### src/rtl/updown_hex_pkg.sv
// updown_hex_pkg: seven-segment glyph constants and hex decode shared by the hex scan display.
package updown_hex_pkg;
  localparam logic [6:0] SEG_0 = 7'h7E, SEG_1 = 7'h30, SEG_2 = 7'h6D, SEG_3 = 7'h79;
  localparam logic [6:0] SEG_4 = 7'h33, SEG_5 = 7'h5B, SEG_6 = 7'h5F, SEG_7 = 7'h70;
  localparam logic [6:0] SEG_8 = 7'h7F, SEG_9 = 7'h7B, SEG_A = 7'h77, SEG_B = 7'h1F;
  localparam logic [6:0] SEG_C = 7'h4E, SEG_D = 7'h3D, SEG_E = 7'h4F, SEG_F = 7'h47;
  localparam logic [6:0] SEG_BLANK = 7'h00;
  function automatic logic [6:0] hex_to_seg(input logic [3:0] v);
    case (v)
      4'h0: return SEG_0;
      4'h1: return SEG_1;
      4'h2: return SEG_2;
      4'h3: return SEG_3;
      4'h4: return SEG_4;
      4'h5: return SEG_5;
      4'h6: return SEG_6;
      4'h7: return SEG_7;
      4'h8: return SEG_8;
      4'h9: return SEG_9;
      4'hA: return SEG_A;
      4'hB: return SEG_B;
      4'hC: return SEG_C;
      4'hD: return SEG_D;
      4'hE: return SEG_E;
      4'hF: return SEG_F;
      default: return SEG_BLANK;
    endcase
  endfunction
endpackage

### src/rtl/updown_hex_scan_hex7seg.sv
// hex7seg: combinational hex nibble to active-high abcdefg segment decoder.
module hex7seg
  import updown_hex_pkg::*;
(
  input  logic [3:0] nib,
  output logic [6:0] seg
);
  assign seg = hex_to_seg(nib);
endmodule

### src/rtl/updown_hex_scan.sv
// updown_hex_scan: up/down hex counter with load/hold, wrap or saturate, Gray output and scanned 7-segment display.
module updown_hex_scan
  import updown_hex_pkg::*;
#(
  parameter int DIGITS   = 4,
  parameter int SCAN_DIV = 16,
  parameter int SAT_MODE = 0
) (
  input  logic                clk,
  input  logic                rst_n,
  input  logic                x,
  input  logic                h,
  input  logic                load,
  input  logic [4*DIGITS-1:0] load_val,
  output logic [4*DIGITS-1:0] count,
  output logic [4*DIGITS-1:0] count_gray,
  output logic                limit,
  output logic [6:0]          seg,
  output logic [DIGITS-1:0]   an
);
  localparam int W  = 4 * DIGITS;
  localparam int SW = $clog2(SCAN_DIV);
  localparam int IW = DIGITS > 1 ? $clog2(DIGITS) : 1;
  localparam bit SAT = SAT_MODE != 0;
  logic          at_max, at_min, scan_wrap;
  logic [SW-1:0] scan_cnt;
  logic [IW-1:0] dig_idx, dig_next;
  logic [3:0]    nib;
  logic [6:0]    seg_d;
  assign at_max     = &count;
  assign at_min     = ~|count;
  assign count_gray = count ^ (count >> 1);
  always_ff @(posedge clk or negedge rst_n)
    if (!rst_n) begin
      count <= '0;
      limit <= 1'b0;
    end else if (load) begin
      count <= load_val;
      limit <= 1'b0;
    end else if (h) begin
      limit <= 1'b0;
    end else if (x) begin
      limit <= at_max;
      count <= (at_max && SAT) ? count : count + W'(1);
    end else begin
      limit <= at_min;
      count <= (at_min && SAT) ? count : count - W'(1);
    end
  assign scan_wrap = scan_cnt == SW'(SCAN_DIV - 1);
  assign dig_next  = !scan_wrap ? dig_idx : (dig_idx == IW'(DIGITS - 1) ? '0 : dig_idx + IW'(1));
  always_ff @(posedge clk or negedge rst_n)
    if (!rst_n) begin
      scan_cnt <= '0;
      dig_idx  <= '0;
    end else begin
      scan_cnt <= scan_wrap ? '0 : scan_cnt + SW'(1);
      dig_idx  <= dig_next;
    end
  // Decode against the upcoming digit so an and seg switch on the same edge.
  assign nib = 4'(count >> (4 * dig_next));
  hex7seg u_dec (.nib(nib), .seg(seg_d));
  always_ff @(posedge clk or negedge rst_n)
    if (!rst_n) begin
      seg <= SEG_0;
      an  <= DIGITS'(1);
    end else begin
      seg <= seg_d;
      an  <= DIGITS'(1) << dig_next;
    end
endmodule

### config.mk
export PLATFORM = sky130hd
export DESIGN_NAME = updown_hex_scan
export DESIGN_NICKNAME = d
export VERILOG_FILES = /design/src/rtl/updown_hex_pkg.sv /design/src/rtl/updown_hex_scan_hex7seg.sv /design/src/rtl/updown_hex_scan.sv
export SDC_FILE = /design/constraint.sdc
export NUM_CORES = 1
export LEC_CHECK = 0
export CORE_ASPECT_RATIO = 1.4
export CORE_MARGIN = 2
export CORE_UTILIZATION = 45
export DETAILED_ROUTE_END_ITERATION = 6
export PLACE_DENSITY = 0.79
export SYNTH_ARGS = -nofsm -noshare
export SYNTH_HDL_FRONTEND = slang
export SYNTH_SLANG_ARGS = --single-unit
### constraint.sdc
create_clock -name clk -period 8.5 [get_ports clk]
set_input_delay 1.7 -clock clk [delete_from_list [all_inputs] [get_ports clk]]
set_output_delay 1.7 -clock clk [all_outputs]
set_load 0.01 [all_outputs]
== Yosys cells after proc, flatten, opt, wreduce, memory -nomap -nowiden ==
Memory sizes are Yosys's and may differ from the RTL's. A register that Yosys moved wholly into a read port is not among the register bits.
Index checks and enable logic that the tools add are counted.

* Register bits: 27
* Memories kept: 1
* Memory bits (read-only): 112
* Word-level logic and storage cells: 29

{| class="wikitable"
|+ Memory list
! memory !! depth !! width !! read ports !! clocked after memory_dff !! wr ports !! line !! RTL
|-
| (no name shown) || 16 || 7 || 1 || 1 || 0 || updown_hex_pkg.sv:9 || <nowiki>case (v)</nowiki>
|}

* Equality and inequality tests: 3
* Multiplexer cells: 9
* Shift operators: 2
* Add/subtract/negate cells: 4
* Reduce and logical (&&, ||, !) cells: 4
* Bitwise gates (word level): 1

{| class="wikitable"
|+ Operators with widths
! kind !! number
|-
| 2-to-1 mux 16 bit || 3
|-
| adder 16 x 1 -> 16 bit, second input constant || 1
|-
| AND reduction 16 bit || 1
|-
| OR reduction 16 bit || 1
|-
| right shift 16 x 4 -> 4 bit || 1
|-
| subtractor 16 x 1 -> 16 bit, second input constant || 1
|-
| bitwise XOR 16 x 15 -> 16 bit || 1
|-
| adder 4 x 1 -> 4 bit, second input constant || 1
|-
| == test 4 bit, second input constant || 1
|-
| 2-to-1 mux 2 bit || 2
|-
| 2-to-1 mux 4 bit || 1
|-
| left shift 1 x 2 -> 4 bit, first input constant || 1
|-
| 2-to-1 mux 1 bit || 3
|-
| adder 2 x 1 -> 2 bit, second input constant || 1
|-
| == test 2 bit, second input constant || 1
|-
| zero test 1 bit || 2
|-
| inequality test 2 x 1 -> 1 bit, second input constant || 1
|}

== Depth between registers and ports, before layout ==
Gate-level depths: netlist of run 1.

* Word-level depth: 5
* Mapped depth: 12
* Gate-level depth less buffers: 11

== Hierarchy ==
Synthesis of run 1 repeated with hierarchy kept, for this count alone.

* Cells, all modules: 314
* Area, all modules: 2852.7 um2

{| class="wikitable"
|+ Modules (own cells, without submodules)
! module !! area an instance (um2) !! times used !! cells an instance
|-
| updown_hex_scan || 2565.0 || 1 || 281
|-
| hex7seg || 287.8 || 1 || 33
|}

== Least setup slack after synthesis of run 1 ==
Ideal clock, no wire load.

* Path kind: input -> register
* Start point: input x
* End point: register count[11]
* Buffers on the path: 0
* Stages on the path: 9
* Arrival time: 3.573 ns
* Setup time: 0.126 ns
* Path slack: 4.801 ns
* Cell sequence: inv_1 -> ha_1 -> a211oi_2 -> o21ai_1 -> a31oi_1 -> o21ai_1 -> a21oi_1 -> xnor2_1 -> a221o_1

* Cells in the longest elaborated chain, start to end: 3

{| class="wikitable"
|+ RTL lines
! element !! line !! RTL
|-
| start, declared || updown_hex_scan.sv:11 || <nowiki>input logic x,</nowiki>
|-
| 2-to-1 mux 16 bit || updown_hex_scan.sv:42 || <nowiki>end else if (x) begin</nowiki>
|-
| 2-to-1 mux 16 bit || updown_hex_scan.sv:40 || <nowiki>end else if (h) begin</nowiki>
|-
| 2-to-1 mux 16 bit || updown_hex_scan.sv:37 || <nowiki>end else if (load) begin</nowiki>
|-
| end signal, assigned || updown_hex_scan.sv:38 || <nowiki>count <= load_val;</nowiki>
|-
| end signal, assigned || updown_hex_scan.sv:44 || <nowiki>count <= (at_max && SAT) ? count : count + W'(1);</nowiki>
|-
| end signal, assigned || updown_hex_scan.sv:47 || <nowiki>count <= (at_min && SAT) ? count : count - W'(1);</nowiki>
|-
| end, declared || updown_hex_scan.sv:15 || <nowiki>output logic [4*DIGITS-1:0] count,</nowiki>
|}

Every way passes these cells. The select of a mux whose other input is x is not followed.
A chain may end at the register's enable or synchronous reset.

== Final worst setup path of run 1 ==
* Start point: input x
* End point: register count[14]

Same word-level chain as after synthesis.

==> results_dict.tcl, run 1 <==
set metrics [dict create \
    status "finished clean" \
    placed_area_um2 3570 \
    yosysTopAreaCell "dfrtp_1" \
    cts_buffer_depth 2 \
    synth_edf_count 0 \
    dp_hpwl_mm 5.42 \
    slowest_delay_ns 0.59 \
    slew_headroom 0.657 \
    synthArstFlopShare 1.00 \
    hold_path_class "register to register" \
    grt_pass1_wl_mm 12.0 \
    synth-seq-area-share 0.299 \
    r2r_start "dig_idx[0]" \
    yosys-top-cells-area "dfrtp_1 23%, ha_1 17%, dfstp_2 6.4%" \
    final_area_um2 3680 \
    synth_flop_cell "dfrtp_1" \
    clock.fmax_ghz 0.225 \
    ios 65 \
    slew_viol_final 0 \
    rsz0062_at_grt "no" \
    initial_utilization 0.463 \
    yosysWarnings 0 \
    crit_family "compound AO/OA/AOI/OAI gates" \
    routed_wl_mm 7.09 \
    drt_iter0_markers 60 \
    worstPathMaxFanout 15 \
    path_class "input pin to register" \
    yosysTopAreaCellShare 0.235 \
    path_cells "clkdlybuf4s50_1 -> inv_1 -> ha_1 -> nor2b_1 -> o31ai_4 -> a211oi_1 -> a21oi_1 -> o21ai_1 -> mux2_1 -> a311oi_1" \
    port_buffers 64 \
    cp_num_buf_inv 2 \
    crit_path_end "count[14]" \
    avgSynthCellArea_um2 9.47 \
    postCtsSetupRepairBufs 0 \
    grt-ovfl-total 0 \
    root_buffer "clkbuf_8" \
    ys_ff_latch 34 \
    cts-htree-levels 2 \
    grt_pass1_vias 2542 \
    routed_via_density 5.62 \
    num_vias 2473 \
    n_antenna_cell 0 \
    crit_path_end_kind "register" \
    area_delta_synth_final_pct 28.0 \
    finalSetupViolCount 0 \
    die_w_um 71.6 \
    numCtsBuffers 5 \
    synth.net_count 365 \
    post-route-min-period_ns 4.45 \
    drc 0 \
    postLayoutSetupSlackWorst_ns 4.05 \
    powerDensity_nw_per_um2 198 \
    ff2ff_path_depth 10 \
    p_leak_uw 0.00167 \
    antenna_found_initial 0 \
    grt_max_degree 35 \
    ant_nets 0 \
    critPathArrivalTime_ns 4.65 \
    clock_sinks 34 \
    finalSetupTns_ns 0 \
    clkLatencyLatePin_ns 0.30 \
    slowest_stage "clkdlybuf4s50_1" \
    pre_cts_ws_ns 3.79 \
    cts_tree "built" \
    core_area_um2 6210 \
    dieArea_um2 7060 \
    hold_viol_final 0 \
    grtUsageTotal 0.213 \
    wl_per_cell_um 16.1 \
    timing.rr.end "seg[3]" \
    hold_buffers 0 \
    startpoint "x" \
    worstMarginPinSlew_ns 0.503 \
    cap_violations 0 \
    ys_types 57 \
    fp.dieH_um 98.6 \
    gp_congestion 0.867 \
    required_ns 8.70 \
    cts_resized 0 \
    path_clk_slew_ns 0.08 \
    ir_drop_mv 0.0990 \
    drt-pass1-iter-count 4 \
    setup.worst_path.start_class "input pin" \
    nets 428 \
    netlist_area_um2 2880 \
    period_share 0.523 \
    drive_above_1_share 0.0897 \
    fin_skew_ns 0.00727 \
    rows 34 \
    r2r_slack_ns 5.51 \
    worstSetupPathDepth 10 \
    syn_inst 304 \
]
flip-flops by register name, indices dropped and copies added, names as in the netlist:
register,count
seg,7
limit,1
count,16
dig_idx,2
scan_cnt,4
an,4
synthesized netlist by cell type (2+ instances only):
cell type,instances
ha_1,39
dfstp_2,7
xnor2_1,5
a21o_1,8
nand4_1,6
nand4b_1,2
clkbuf_1,7
inv_1,25
a21oi_1,27
nor2b_1,4
nor2_1,16
xor2_1,12
dfrtp_1,27
o211ai_1,5
nand2_1,18
mux2i_4,5
nor3_1,8
nand3_1,6
o21ai_1,8
mux2i_1,8
o21a_1,9
buf_6,2
a211oi_1,2
nand2b_1,2
and2_1,3
mux2_2,2
o21ai_0,9
a211o_1,3
metrics by stage:
step / utilization / hold slack, ns / power (uW) / cells
detailed placement: 0.575 / 0.477 / 577 / 432
floorplan: - / 0.453 / 429 / 304
finish: 0.593 / 0.481 / 731 / 440
CTS: 0.593 / 0.488 / 734 / 440
global route: 0.593 / 0.514 / 778 / 440
global placement: 0.575 / 0.473 / 569 / 432
worst register-to-register path, stage by stage, from the launching register on:
cell and delay, ns:
dfrtp_1 0.43, ha_1 0.20, nand4b_1 0.21, mux2i_4 0.46, a21oi_1 0.15, o21ai_1 0.44, inv_1 0.16, ha_1 0.32
inv_1 0.05, mux4_2 0.43, inv_1 0.07
worst min path at each step:
| stage | start | endpoint | slack [ns] | depth (start not counted) |
|---|---|---|---|---|
| final | scan_cnt[0] | scan_cnt[0] | 0.48 | 1 |
| after global routing | scan_cnt[0] | scan_cnt[0] | 0.51 | 1 |
| after CTS | scan_cnt[0] | scan_cnt[0] | 0.49 | 1 |
| after global placement | scan_cnt[0] | scan_cnt[0] | 0.47 | 1 |
| after floorplan | scan_cnt[0] | scan_cnt[0] | 0.45 | 1 |
| after detailed placement | scan_cnt[0] | scan_cnt[0] | 0.48 | 1 |
cells by family after synthesis:
group,after synthesis,share of synthesized area
buf+inv,39,0.0617
flops,34,0.299
simple gates,73,0.131
fa+ha+maj,40,0.177
compound gates,84,0.194
mux,17,0.0865
xor+xnor,17,0.0517
area by class of cell:
class                   count  area (um^2)
repair buffers             67          663
inverters                  28          118
flip-flops and latches     34          860
well taps                  72         90.1
clock inverters             3         45.0
fillers                   553         2530
clock buffers               5         68.8
multi-input cells         231         1840
routing by layer:
layer  up-vias  GRT usage  wire, um
li1       1201          -         -
met2        72      0.378      3820
met1      1183      0.254      2820
met4         0     0.0784       188
met5         -          0         0
met3        17     0.0337       263
power breakdown:
part | switching (uW) | internal (uW)
sequential | 30.0 | 190
combinational | 173 | 184
clock | 66.9 | 87.2
placed cells by master (no fill, tap or decap), drive strengths merged, types with 2 or more instances in the layout:
master | Yosys | layout
a211oi | 3 | 3
clkbuf | 7 | 5
buf | 4 | 3
nand2 | 18 | 18
xor2 | 12 | 12
o21ai | 17 | 17
dfrtp | 27 | 27
nand3 | 6 | 6
clkinv | 2 | 2
a21o | 8 | 8
a22oi | 2 | 2
nand4b | 2 | 2
inv | 26 | 26
mux2i | 13 | 13
nor2b | 5 | 5
o31ai | 2 | 2
nand4 | 6 | 6
a211o | 3 | 3
o211ai | 5 | 5
and2 | 3 | 3
nor3 | 8 | 8
and3 | 2 | 2
ha | 39 | 39
clkinvlp | 0 | 2
xnor2 | 5 | 5
mux2 | 3 | 3
a21oi | 27 | 27
o21a | 9 | 9
nand2b | 2 | 2
nor2 | 16 | 16
dfstp | 7 | 7
clkdlybuf4s50 | 0 | 64
No activity file was read; power rests on OpenSTA's default activity.
==> inputs of run 2 (changes only) <==
--- a/config.mk
+++ b/config.mk
@@ -9,7 +9,7 @@
 export CORE_MARGIN = 2
 export CORE_UTILIZATION = 45
 export DETAILED_ROUTE_END_ITERATION = 6
-export PLACE_DENSITY = 0.79
+export PLACE_DENSITY = 0.82
 export SYNTH_ARGS = -nofsm -noshare
 export SYNTH_HDL_FRONTEND = slang
 export SYNTH_SLANG_ARGS = --single-unit
==> constraint.sdc (replaced) <==
create_clock -name clk -period 4 [get_ports clk]
set_input_delay 0.8 -clock clk [delete_from_list [all_inputs] [get_ports clk]]
set_output_delay 0.8 -clock clk [all_outputs]
set_load 0.01 [all_outputs]
==> results_dict.tcl, run 2 (same netlist as run 1, synthesis figures left out) <==
set metrics [dict create \
    post-route-min-period_ns 3.48 \
    grt_pass1_wl_mm 12.5 \
    initial_utilization 0.463 \
    grt_pass1_vias 2675 \
    crit_path_end_kind "register" \
    critPathArrivalTime_ns 3.68 \
    num_vias 2532 \
    clock_sinks 34 \
    gp_congestion 0.938 \
    crit_path_end "count[14]" \
    drc 0 \
    drt_iter0_markers 108 \
    largestRegisters "count x16, seg x7" \
    grtUsageTotal 0.224 \
    largest_reg_flops 16 \
    dp_hpwl_mm 5.67 \
    area_delta_synth_final_pct 29.4 \
    cap_violations 0 \
    worstPathMaxFanout 9 \
    cts-htree-levels 2 \
    die_w_um 71.6 \
    n_antenna_cell 0 \
    ios 65 \
    finalSetupTns_ns 0 \
    cts_tree "built" \
    p_leak_uw 0.00170 \
    antenna_found_initial 0 \
    largest-register "count" \
    ir_drop_mv 0.216 \
    slew_headroom 0.603 \
    ant_nets 0 \
    grt-ovfl-total 0 \
    cts_resized 0 \
    r2r_start "scan_cnt[0]" \
    timing.rr.end "seg[3]" \
    routed_via_density 5.73 \
    postCtsSetupRepairBufs 0 \
    slew_viol_final 0 \
    routed_wl_mm 7.45 \
    startpoint "x" \
    port_buffers 64 \
    path_class "input pin to register" \
    ff2ff_path_depth 10 \
    grt_max_degree 35 \
    fin_skew_ns 0.00714 \
    rows 34 \
    holdWs_ns 0.508 \
    fp.dieH_um 98.6 \
    finalSetupViolCount 0 \
    status "finished clean" \
    drt-pass1-iter-count 4 \
    drive_above_1_share 0.0946 \
    final_cell_mix "64 x clkdlybuf4s50_1, 39 x ha_1, 27 x a21oi_1, 27 x dfrtp_1, 25 x inv_1" \
    wl_per_cell_um 16.9 \
    worstMarginPinSlew_ns 0.593 \
    powerDensity_nw_per_um2 438 \
    required_ns 4.21 \
    hold_buffers 0 \
    r2r_slack_ns 0.98 \
    hold_path_class "register to register" \
    root_buffer "clkbuf_8" \
    nets 430 \
    clkLatencyLatePin_ns 0.30 \
    core_area_um2 6210 \
    cts_buffer_depth 2 \
    dieArea_um2 7060 \
    layout_commonest_cell "clkdlybuf4s50_1" \
    hold_viol_final 0 \
    rsz0062_at_grt "no" \
    period_share 0.869 \
    setup.worst_path.start_class "input pin" \
    numCtsBuffers 5 \
    clock.fmax_ghz 0.288 \
    path_clk_slew_ns 0.08 \
]
[run 2: cell types whose count changed in the layout (fill, tap and decap cells not counted), sizes merged]
cell / before / now
clkinv: 2 / 3
buf: 3 / 5
bufinv: 1 / 2
clkinvlp: 2 / 0
[run 2: worst min-delay path by stage]
stage	from	end	slack, ns	cells after the start
after floorplan	scan_cnt[0]	scan_cnt[0]	0.45	1
after global placement	scan_cnt[0]	scan_cnt[0]	0.47	1
after detailed placement	scan_cnt[0]	scan_cnt[0]	0.50	1
after CTS	scan_cnt[0]	scan_cnt[0]	0.51	1
after global routing	scan_cnt[0]	scan_cnt[0]	0.52	1
final	scan_cnt[0]	scan_cnt[0]	0.51	1
[run 2: worst max-delay path, stage by stage]
cell and delay, ns:
clkdlybuf4s50_1 0.59, inv_1 0.24, ha_1 0.40, nor2b_1 0.33
o31ai_4 0.11, a211oi_1 0.36, a21oi_1 0.17, o21ai_1 0.16
mux2_1 0.33, a311oi_1 0.19
[run 2: power by group]
| part | total [uW] | switching (uW) | internal [uW] |
|---|---|---|---|
| Combinational | 765 | 372 | 393 |
| Clock | 395 | 145 | 250 |
| Sequential | 470 | 66.0 | 405 |
| Total | 1630 | 583 | 1050 |
[run 2: cell type report]
type / count / area (um^2)
clock inverters: 3 / 68.8
fillers: 546 / 2490
inverters: 28 / 118
flip-flops and latches: 34 / 860
multi-input cells: 231 / 1840
clock buffers: 5 / 68.8
well taps: 72 / 90.1
repair buffers: 69 / 678
[run 2: routing by layer]
layer  GRT usage  up-vias  share of wire
li1            -     1205              -
met1       0.240     1231           0.38
met2       0.406       73           0.55
met3      0.0378       23          0.035
met4       0.126        0          0.042
met5           0        -              0
[run 2: metrics by stage]
step / utilization / setup slack (ns) / area, um^2 / std cells / power [uW]
after detailed placement: 0.577 / 0.241 / 3590 / 434 / 1230
after floorplan: - / 1.20 / 2880 / 304 / 912
after global placement: 0.577 / 0.413 / 3590 / 434 / 1210
after CTS: 0.600 / 0.532 / 3720 / 442 / 1640
after global routing: 0.600 / 0.363 / 3720 / 442 / 1730
final: 0.600 / 0.522 / 3720 / 442 / 1630
==> inputs of run 3 (changes only) <==
--- a/config.mk
+++ b/config.mk
@@ -5,11 +5,14 @@
 export SDC_FILE = /design/constraint.sdc
 export NUM_CORES = 1
 export LEC_CHECK = 0
+export ABC_AREA = 1
 export CORE_ASPECT_RATIO = 1.4
 export CORE_MARGIN = 2
 export CORE_UTILIZATION = 45
 export DETAILED_ROUTE_END_ITERATION = 6
-export PLACE_DENSITY = 0.82
+export GPL_ROUTABILITY_DRIVEN = 1
+export PLACE_DENSITY = 0.81
+export SKIP_LAST_GASP = 1
 export SYNTH_ARGS = -nofsm -noshare
 export SYNTH_HDL_FRONTEND = slang
 export SYNTH_SLANG_ARGS = --single-unit
==> results_dict.tcl, run 3 <==
set metrics [dict create \
    port_buffers 64 \
    post-route-min-period_ns 2.92 \
    largest-register "count" \
    yosys-top-cells-count "137 x nand2_1, 47 x inv_1, 39 x ha_1" \
    antenna_found_initial 0 \
    ant_nets 0 \
    ios 65 \
    drt_iter0_markers 73 \
    synthArstFlopShare 1.00 \
    worstPathMaxFanout 14 \
    grtUsageTotal 0.223 \
    largest_reg_flops 16 \
    slew_viol_final 0 \
    finalSetupViolCount 0 \
    p_leak_uw 0.00193 \
    clock.fmax_ghz 0.342 \
    min_to "scan_cnt[1]" \
    syn_inst 411 \
    yosys-top-cells-area "dfrtp_1 23%, nand2_1 17%, ha_1 16%" \
    netlist_area_um2 2980 \
    numCtsBuffers 5 \
    grt-ovfl-total 0 \
    powerDensity_nw_per_um2 377 \
    nets 539 \
    status "finished clean" \
    cap_violations 0 \
    initial_utilization 0.460 \
    hold_buffers 0 \
    fp.dieH_um 100 \
    r2r_start "count[0]" \
    hold_path_class "register to register" \
    ys_types 32 \
    holdPathStages 1 \
    routed_via_density 5.31 \
    grt_max_degree 35 \
    synth-seq-area-share 0.288 \
    yosysTopAreaCell "dfrtp_1" \
    cts_resized 0 \
    dp_hpwl_mm 6.19 \
    required_ns 4.18 \
    place_inst 545 \
    rsz0062_at_grt "no" \
    finalSetupTns_ns 0 \
    routed_wl_mm 7.72 \
    drc 0 \
    slew_headroom 0.304 \
    avgSynthCellArea_um2 7.25 \
    worstMarginPinSlew_ns 1.04 \
    grt_pass1_wl_mm 12.9 \
    n_antenna_cell 0 \
    yosysWarnings 0 \
    core_area_um2 6480 \
    grt_pass1_vias 2935 \
    ys_ff_latch 34 \
    synth.net_count 472 \
    setup.worst_path.start_class "input pin" \
    stdcell_count 553 \
    drive_above_1_share 0.0772 \
    clock_sinks 34 \
    wl_per_cell_um 14.0 \
    path_clk_slew_ns 0.07 \
    root_buffer "clkbuf_8" \
    layout_commonest_cell "nand2_1" \
    rows 35 \
    gp_congestion 0.981 \
    largestRegisters "count x16, seg x7" \
    area_delta_synth_final_pct 27.2 \
    path_class "input pin to register" \
    num_vias 2934 \
    drt-pass1-iter-count 4 \
    critPathArrivalTime_ns 3.10 \
    synth_edf_count 0 \
    r2r_slack_ns 1.85 \
    fin_skew_ns 0.00830 \
    clkLatencyLatePin_ns 0.30 \
    postCtsSetupRepairBufs 0 \
    hp-start "scan_cnt[1]" \
    final_core_util 0.585 \
    period_share 0.731 \
    ir_drop_mv 0.237 \
    hold_viol_final 0 \
    cts_tree "built" \
    yosysTopAreaCellShare 0.227 \
    cts-htree-levels 2 \
    final_cell_mix "137 x nand2_1, 64 x clkdlybuf4s50_1, 47 x inv_1" \
    cts_buffer_depth 2 \
    synth_flop_cell "dfrtp_1" \
    crit_path_end_kind "register" \
    yosysMostFrequentCell "nand2_1" \
    ff2ff_path_depth 11 \
    die_w_um 72.8 \
    timing.rr.end "count[14]" \
    dieArea_um2 7300 \
]
==> run 3: changes by cell type in the layout (fill, tap and decap cells not counted), sizes merged, moves of 5 or more <==
cell    delta
nand2    +132
a21o       -7
o21a       -8
mux2i     -13
nand3     +33
inv       +21
nor2b      -5
nand3b     +8
nor3       -8
a21oi     -13
o221ai     +6
nor2       +9
==> run 3: worst max path at each step <==
stage	start	end	slack, ns	cells after the start
2_1_floorplan	x	count[10]	1.80	10
3_3_place_gp	x	count[10]	0.88	11
3_5_place_dp	x	count[10]	0.81	11
4_1_cts	x	count[10]	1.10	11
5_1_grt	x	count[13]	0.91	12
6_report	x	count[10]	1.08	11
==> run 3: cells by family after synthesis <==
| logic type | share of synthesized area |
|---|---|
| flops | 0.288 |
| compound gates | 0.0819 |
| buf+inv | 0.0705 |
| fa+ha+maj | 0.170 |
| xor+xnor | 0.0353 |
| simple gates | 0.353 |
==> run 3: report_power, final <==
part / total (uW) / internal [uW] / switching [uW] / leakage (uW)
sequential: 449 / 399 / 50.4 / 0.000398
combinational: 703 / 334 / 369 / 0.00148
clock: 278 / 138 / 139 / 0.0000472
==> run 3: cell type report <==
type	instances	area, um^2
clock buffer	6	82.6
clock inverter	2	12.5
fill	610	2690
inverter	47	176
multi-input combinational	324	1910
sequential	34	860
tap	74	92.6
timing repair buffer	66	656
==> run 3: critical path, cell delays in order <==
cell	delay, ns
clkdlybuf4s50_1	0.64
inv_1	0.32
ha_1	0.44
a21oi_1	0.16
nand2_1	0.15
nand2_1	0.10
nand2_1	0.14
nand2_1	0.12
nand3b_1	0.08
nand3_1	0.09
nand3_1	0.07
==> run 3: per-layer routing <==
layer  part of all wire  GRT usage  up-vias
met5                  0          0        -
met4              0.033     0.0983        0
met3              0.033     0.0281       23
met2               0.55      0.422       68
met1               0.39      0.238     1367
li1                   -          -     1476
==> run 3: per-stage QoR <==
stage / hold WS [ns] / power [uW] / cell area [um^2] / worst slack (ns)
global placement: 0.476 / 1150 / 3690 / 0.875
finish: 0.511 / 1430 / 3790 / 1.08
floorplan: 0.467 / 850 / 2980 / 1.80
global route: 0.517 / 1530 / 3790 / 0.906
detailed placement: 0.501 / 1160 / 3690 / 0.812
CTS: 0.519 / 1440 / 3790 / 1.10
